<file path="config.mk">
export PLATFORM = sky130hd
export DESIGN_NAME = reg_wb_arbiter
export DESIGN_NICKNAME = d
export VERILOG_FILES = /design/src/rtl/reg_wb_arbiter.sv
export SDC_FILE = /design/constraint.sdc
export NUM_CORES = 1
export LEC_CHECK = 0
export CORE_MARGIN = 2
export CORE_UTILIZATION = 48
export DETAILED_ROUTE_END_ITERATION = 7
export HOLD_SLACK_MARGIN = 0.12
export PLACE_DENSITY_LB_ADDON = 0.08
export REMOVE_ABC_BUFFERS = 1
export SKIP_LAST_GASP = 1
export SYNTH_ARGS = -nofsm -noshare
export SYNTH_HDL_FRONTEND = slang
export SYNTH_SLANG_ARGS = --single-unit
</file>
<file path="constraint.sdc">
create_clock -name clk -period 3.25 [get_ports clk]
set_clock_uncertainty 0.2 [all_clocks]
set_input_delay 0.8125 -clock clk [delete_from_list [all_inputs] [get_ports clk]]
set_output_delay 0.8125 -clock clk [all_outputs]
set_load 0.05 [all_outputs]
</file>
<file path="src/rtl/reg_wb_arbiter.sv">
// Two writeback FIFOs (ALU, load unit) sharing the register-file write port via round-robin.
// Optional feature macro: RF_WB_X0_DROP_EN (granted entries addressed to x0 are popped but not written).
module reg_wb_arbiter #(
  parameter int LOG_REG_CNT = 5,
  parameter int REG_LEN     = 32,
  parameter int DEPTH       = 2
) (
  input  logic                   clk,
  input  logic                   rst,
  input  logic                   rdy,
  input  logic                   req0_valid,
  output logic                   req0_ready,
  input  logic [LOG_REG_CNT-1:0] req0_addr,
  input  logic [REG_LEN-1:0]     req0_val,
  input  logic                   req1_valid,
  output logic                   req1_ready,
  input  logic [LOG_REG_CNT-1:0] req1_addr,
  input  logic [REG_LEN-1:0]     req1_val,
  output logic                   write,
  output logic [LOG_REG_CNT-1:0] write_addr,
  output logic [REG_LEN-1:0]     write_val,
  output logic                   idle
);

  localparam int PW = (DEPTH > 1) ? $clog2(DEPTH) : 1;
  localparam int CW = $clog2(DEPTH + 1);
  localparam logic [CW-1:0] FULL = CW'(DEPTH);

  logic [LOG_REG_CNT-1:0] addr_mem_r [2][DEPTH];
  logic [REG_LEN-1:0]     val_mem_r  [2][DEPTH];
  logic [PW-1:0]          rd_ptr_r   [2];
  logic [PW-1:0]          wr_ptr_r   [2];
  logic [CW-1:0]          count_r    [2];
  logic                   last_grant_r;
  logic                   write_r;
  logic [LOG_REG_CNT-1:0] write_addr_r;
  logic [REG_LEN-1:0]     write_val_r;

  logic [1:0]             in_valid_s;
  logic [1:0]             in_ready_s;
  logic [1:0]             push_s;
  logic [1:0]             pop_s;
  logic [1:0]             head_valid_s;
  logic [LOG_REG_CNT-1:0] in_addr_s [2];
  logic [REG_LEN-1:0]     in_val_s  [2];
  logic                   grant_s;
  logic                   grant_any_s;
  logic [LOG_REG_CNT-1:0] head_addr_s;
  logic [REG_LEN-1:0]     head_val_s;

  assign in_valid_s   = {req1_valid, req0_valid};
  assign in_addr_s[0] = req0_addr;
  assign in_addr_s[1] = req1_addr;
  assign in_val_s[0]  = req0_val;
  assign in_val_s[1]  = req1_val;
  assign req0_ready   = in_ready_s[0];
  assign req1_ready   = in_ready_s[1];
  assign write        = write_r;
  assign write_addr   = write_addr_r;
  assign write_val    = write_val_r;
  assign idle         = (count_r[0] == '0) && (count_r[1] == '0) && !write_r;

  // Handshake, round-robin grant and head selection; ready never sees a same-cycle pop.
  always_comb begin
    for (int n = 0; n < 2; n++) begin
      in_ready_s[n]   = (count_r[n] != FULL);
      head_valid_s[n] = (count_r[n] != '0);
      push_s[n]       = rdy & in_valid_s[n] & in_ready_s[n];
    end
    grant_any_s = |head_valid_s;
    case (head_valid_s)
      2'b01:   grant_s = 1'b0;
      2'b10:   grant_s = 1'b1;
      2'b11:   grant_s = ~last_grant_r;
      default: grant_s = 1'b0;
    endcase
    pop_s = 2'b00;
    if (rdy && grant_any_s) begin
      pop_s[grant_s] = 1'b1;
    end else begin
      pop_s = 2'b00;
    end
    head_addr_s = addr_mem_r[grant_s][rd_ptr_r[grant_s]];
    head_val_s  = val_mem_r[grant_s][rd_ptr_r[grant_s]];
  end

  // FIFO storage; contents are don't-care until counted valid, so no reset.
  always_ff @(posedge clk) begin
    for (int n = 0; n < 2; n++) begin
      if (push_s[n]) begin
        addr_mem_r[n][wr_ptr_r[n]] <= in_addr_s[n];
        val_mem_r[n][wr_ptr_r[n]]  <= in_val_s[n];
      end
    end
  end

  // Pointers, counts, grant history and the registered write port; rdy=0 holds everything.
  always_ff @(posedge clk) begin
    if (rst) begin
      for (int n = 0; n < 2; n++) begin
        rd_ptr_r[n] <= '0;
        wr_ptr_r[n] <= '0;
        count_r[n]  <= '0;
      end
      last_grant_r <= 1'b1;
      write_r      <= 1'b0;
      write_addr_r <= '0;
      write_val_r  <= '0;
    end else if (rdy) begin
      for (int n = 0; n < 2; n++) begin
        if (push_s[n]) wr_ptr_r[n] <= wr_ptr_r[n] + PW'(1);
        if (pop_s[n])  rd_ptr_r[n] <= rd_ptr_r[n] + PW'(1);
        count_r[n] <= count_r[n] + CW'(push_s[n]) - CW'(pop_s[n]);
      end
      if (grant_any_s) begin
        last_grant_r <= grant_s;
`ifdef RF_WB_X0_DROP_EN
        if (head_addr_s == '0) begin
          write_r <= 1'b0;
        end else begin
          write_r      <= 1'b1;
          write_addr_r <= head_addr_s;
          write_val_r  <= head_val_s;
        end
`else
        write_r      <= 1'b1;
        write_addr_r <= head_addr_s;
        write_val_r  <= head_val_s;
`endif
      end else begin
        write_r <= 1'b0;
      end
    end
  end

endmodule

</file>
==> flow_summary.toml, run 1 <==
[synth]
synth_top_family_by_area = "multiplexers"
synth_warnings = 0
synthCells = 466
syn_area_per_cell_sq_um = 16.03
synth_compound_area_frac = 0.08677
syn_area_sq_um = 7470
ys_ff_latch = 195
ys_seq_area_frac = 0.7317
synth-xor-area-share = 0.004690
synthMuxAreaShare = 0.09916
synth_cell_type_count = 31
synth_adder_area_share = 0.006700
synthSimpleGateAreaFrac = 0.04372

[setup_path]
r2r-end = "count_r[0][1]"
crit_arrival_ns = 1.97
cpMaxStageDelayCell = "clkdlybuf4s50_1"
reg2reg_from = "count_r[0][1]"
criticalPathCategory = "reg2out"
critPathLaunchType = "flip-flop"
crit_required_ns = 2.24
end_kind = "output pin"
crit_path_max_fanout = 7
reg2reg_depth = 9
rrSetupSlack_ns = 0.57
slowest_delay_ns = 0.81
crit_chain = "nand2b_1, clkdlybuf4s50_1"
startpoint = "count_r[0][0]"
crit_end = "req0_ready"

[drt]
dr.first_iter.drc_count = 270
first_pass_iters = 5
ant_nets = 0
drt-total-wl_um = 15920
routed_via_density = 5.605
drc = 0
wl_per_cell_um = 20.20
vias = 4417

[floorplanning]
start_util = 0.4914
coreArea_sq_um = 15200
dieWidth_um = 128.7
die_h_um = 128.7
io_pins = 120
num_rows = 45
die-area_sq_um = 16580

[clocking]
numCtsBuffers = 17
cts_setup_buffers = 0
clockBufferDepth = 2
numClockSinks = 195
htree_levels = 4
post_cts_resized = 0
cts_hold_buf = 0
cts_tree = "built"
clock_latency_ns = 0.42
cts_root_buf = "clkbuf_16"
clk_pin_slew_ns = 0.07

[timing]
rsz0062_at_grt = "no"
slew_violations = 0
finalSetupViolCount = 0
hold_slack_ns = 0.2641
post-route-period-util = 0.9179
max-slew-margin-rel = 0.3201
hold_violations = 0
worst_slack_ns = 0.2669
fmax_mhz = 335.2
layout_min_cycle_time_ns = 2.983
worstMarginPinSlew_ns = 1.018

[min_path]
holdCritPathClass = "reg2reg"
whs_path_depth = 1

[placed_design]
placed_cells = 756
pre_cts_slack_ns = 0.2429
hpwlAfterDp_um = 9766
gp_congestion = 0.7940
io_buffers = 119

[global_routing]
grt_pass1_vias = 4609
overflow = 0
grt_max_degree = 40
grt_pass1_wl_um = 24280
grt_usage = 0.1975
antenna_found_initial = 0

[finish]
drive_gt1_frac = 0.09667
nFillCells = 1160
final_core_util = 0.6284
layout-area-overhead-vs-synth_pct = 27.89
fin_nets = 670
antenna_cells = 0
finalNonFillerCells = 788

[pwr]
p_leak_uw = 0.003258
powerDensity_nw_per_um2 = 627.8
vdd_drop_max_mv = 0.3725

[outcome]
status = "completed"

[job]
max_cap_viol_count = 0
==> cells by family (layout without fill, tap and decap cells) <==
family                   Yosys count  after routing
AO/OA/AOI/OAI                     84             84
XOR/XNOR                           4              4
adder cells (fa/ha/maj)            4              4
buffers and inverters             42            176
flip-flops                       195            195
multiplexers                      74             74
AND/OR/NAND/NOR                   63             63
==> metrics by stage <==
step / setup TNS (ns) / power, uW / cell area [sq um]
after floorplan: -24.80 / 3579 / 7296
after global routing: 0 / 6220 / 9553
final: 0 / 5997 / 9553
after CTS: 0 / 6044 / 9553
after detailed placement: 0 / 4033 / 8981
after global placement: 0 / 4013 / 8981
==> final cells by class <==
cell class / count / area [sq um] / share of cell area
multi-input cells: 229 / 1859 / 0.1946
clock buffers: 22 / 464.2 / 0.04859
well taps: 188 / 235.2 / 0.02462
clock inverters: 10 / 107.6 / 0.01126
inverters: 8 / 30.03 / 0.003143
flip-flops and latches: 195 / 5465 / 0.5721
repair buffers: 136 / 1391 / 0.1456
==> layer usage <==
layer	global-route usage	wire (um)	vias up
li1	-	-	2068
met1	0.2561	6911	2186
met2	0.3246	7759	144
met3	0.04200	989	19
met4	0.08440	259	0
met5	0	0	-
==> synthesized netlist by cell type <==
cell type	n	area share
a211oi_1	2	0.0020
a21o_1	1	0.0010
a21oi_1	1	0.00067
a31o_1	1	0.0012
a32o_1	37	0.050
and2_1	4	0.0033
buf_2	12	0.0080
buf_4	4	0.0040
buf_6	2	0.0030
clkbuf_1	15	0.0075
clkbuf_2	1	0.00067
dfxtp_1	39	0.10
edfxtp_1	156	0.63
ha_1	4	0.0067
inv_1	8	0.0040
mux2i_1	74	0.099
nand2b_1	5	0.0042
nand3_1	39	0.026
nor2_1	7	0.0035
nor2b_1	4	0.0033
nor3_1	1	0.00067
nor4_1	1	0.00084
o21a_1	1	0.0010
o21ai_0	37	0.025
o21ai_1	1	0.00067
o21bai_1	1	0.0010
o31a_1	1	0.0012
o41ai_4	1	0.0037
or2_0	1	0.00084
or2_2	1	0.00084
xnor2_1	4	0.0047
==> cells in the final DEF (no fill, tap or decap), types with 6 or more instances in the layout <==
cell,synthesis,final
a32o_1,37,37
edfxtp_1,156,156
mux2i_1,74,74
dfxtp_1,39,39
o21ai_0,37,37
buf_12,0,6
inv_1,8,8
buf_4,4,12
nand3_1,39,39
clkdlybuf4s50_1,0,118
clkbuf_16,0,17
==> report_power, final <==
| group | switching (uW) | internal [uW] | leakage, uW | total (uW) |
|---|---|---|---|---|
| logic | 634 | 410 | 0.00122 | 1040 |
| clock network | 858 | 1170 | 0.000277 | 2030 |
| registers | 75.7 | 2850 | 0.00176 | 2930 |
| total | 1570 | 4430 | 0.00326 | 6000 |
==> worst max-delay path: cells and delay by family (launching register included) <==
| family | cells | cell delay [ns] |
|---|---|---|
| DFF | 1 | 0.56 |
| buffers and inverters | 1 | 0.81 |
| and+or+nand+nor | 1 | 0.18 |
==> sequential cells by signal, summed over array words and instances (netlist names) <==
| register | count |
|---|---|
| val_mem_r | 128 |
| write | 1 |
| addr_mem_r | 20 |
| write_val | 32 |
| last_grant_r | 1 |
| count_r | 4 |
| write_addr | 5 |
| rd_ptr_r | 2 |
| wr_ptr_r | 2 |
==> how the worst min path moves through the flow <==
stage,from,endpoint
6_report,write_addr[4],write_addr[4]
5_1_grt,write_val[23],write_val[23]
4_1_cts,write_addr[4],write_addr[4]
3_5_place_dp,write_addr[4],write_addr[4]
3_3_place_gp,write_val[17],write_val[17]
2_1_floorplan,last_grant_r,last_grant_r
(Power assumes the default switching activity.)
==> run 2: changes to the inputs <==
--- a/config.mk
+++ b/config.mk
@@ -5,6 +5,7 @@
 export SDC_FILE = /design/constraint.sdc
 export NUM_CORES = 1
 export LEC_CHECK = 0
+export ABC_CLOCK_PERIOD_IN_PS = 3250
 export CORE_MARGIN = 2
 export CORE_UTILIZATION = 48
 export DETAILED_ROUTE_END_ITERATION = 7
==> results of run 2 <==
Same layout as run 1: the final DEF is identical, and so are final timing and power.
==> run 3: changes to the inputs <==
--- a/config.mk
+++ b/config.mk
@@ -8,6 +8,7 @@
 export ABC_CLOCK_PERIOD_IN_PS = 3250
 export CORE_MARGIN = 2
 export CORE_UTILIZATION = 48
+export CTS_CLUSTER_DIAMETER = 50
 export DETAILED_ROUTE_END_ITERATION = 7
 export HOLD_SLACK_MARGIN = 0.12
 export PLACE_DENSITY_LB_ADDON = 0.08
==> results of run 3 <==
Same layout as run 1: the final DEF is identical, and so are final timing and power.
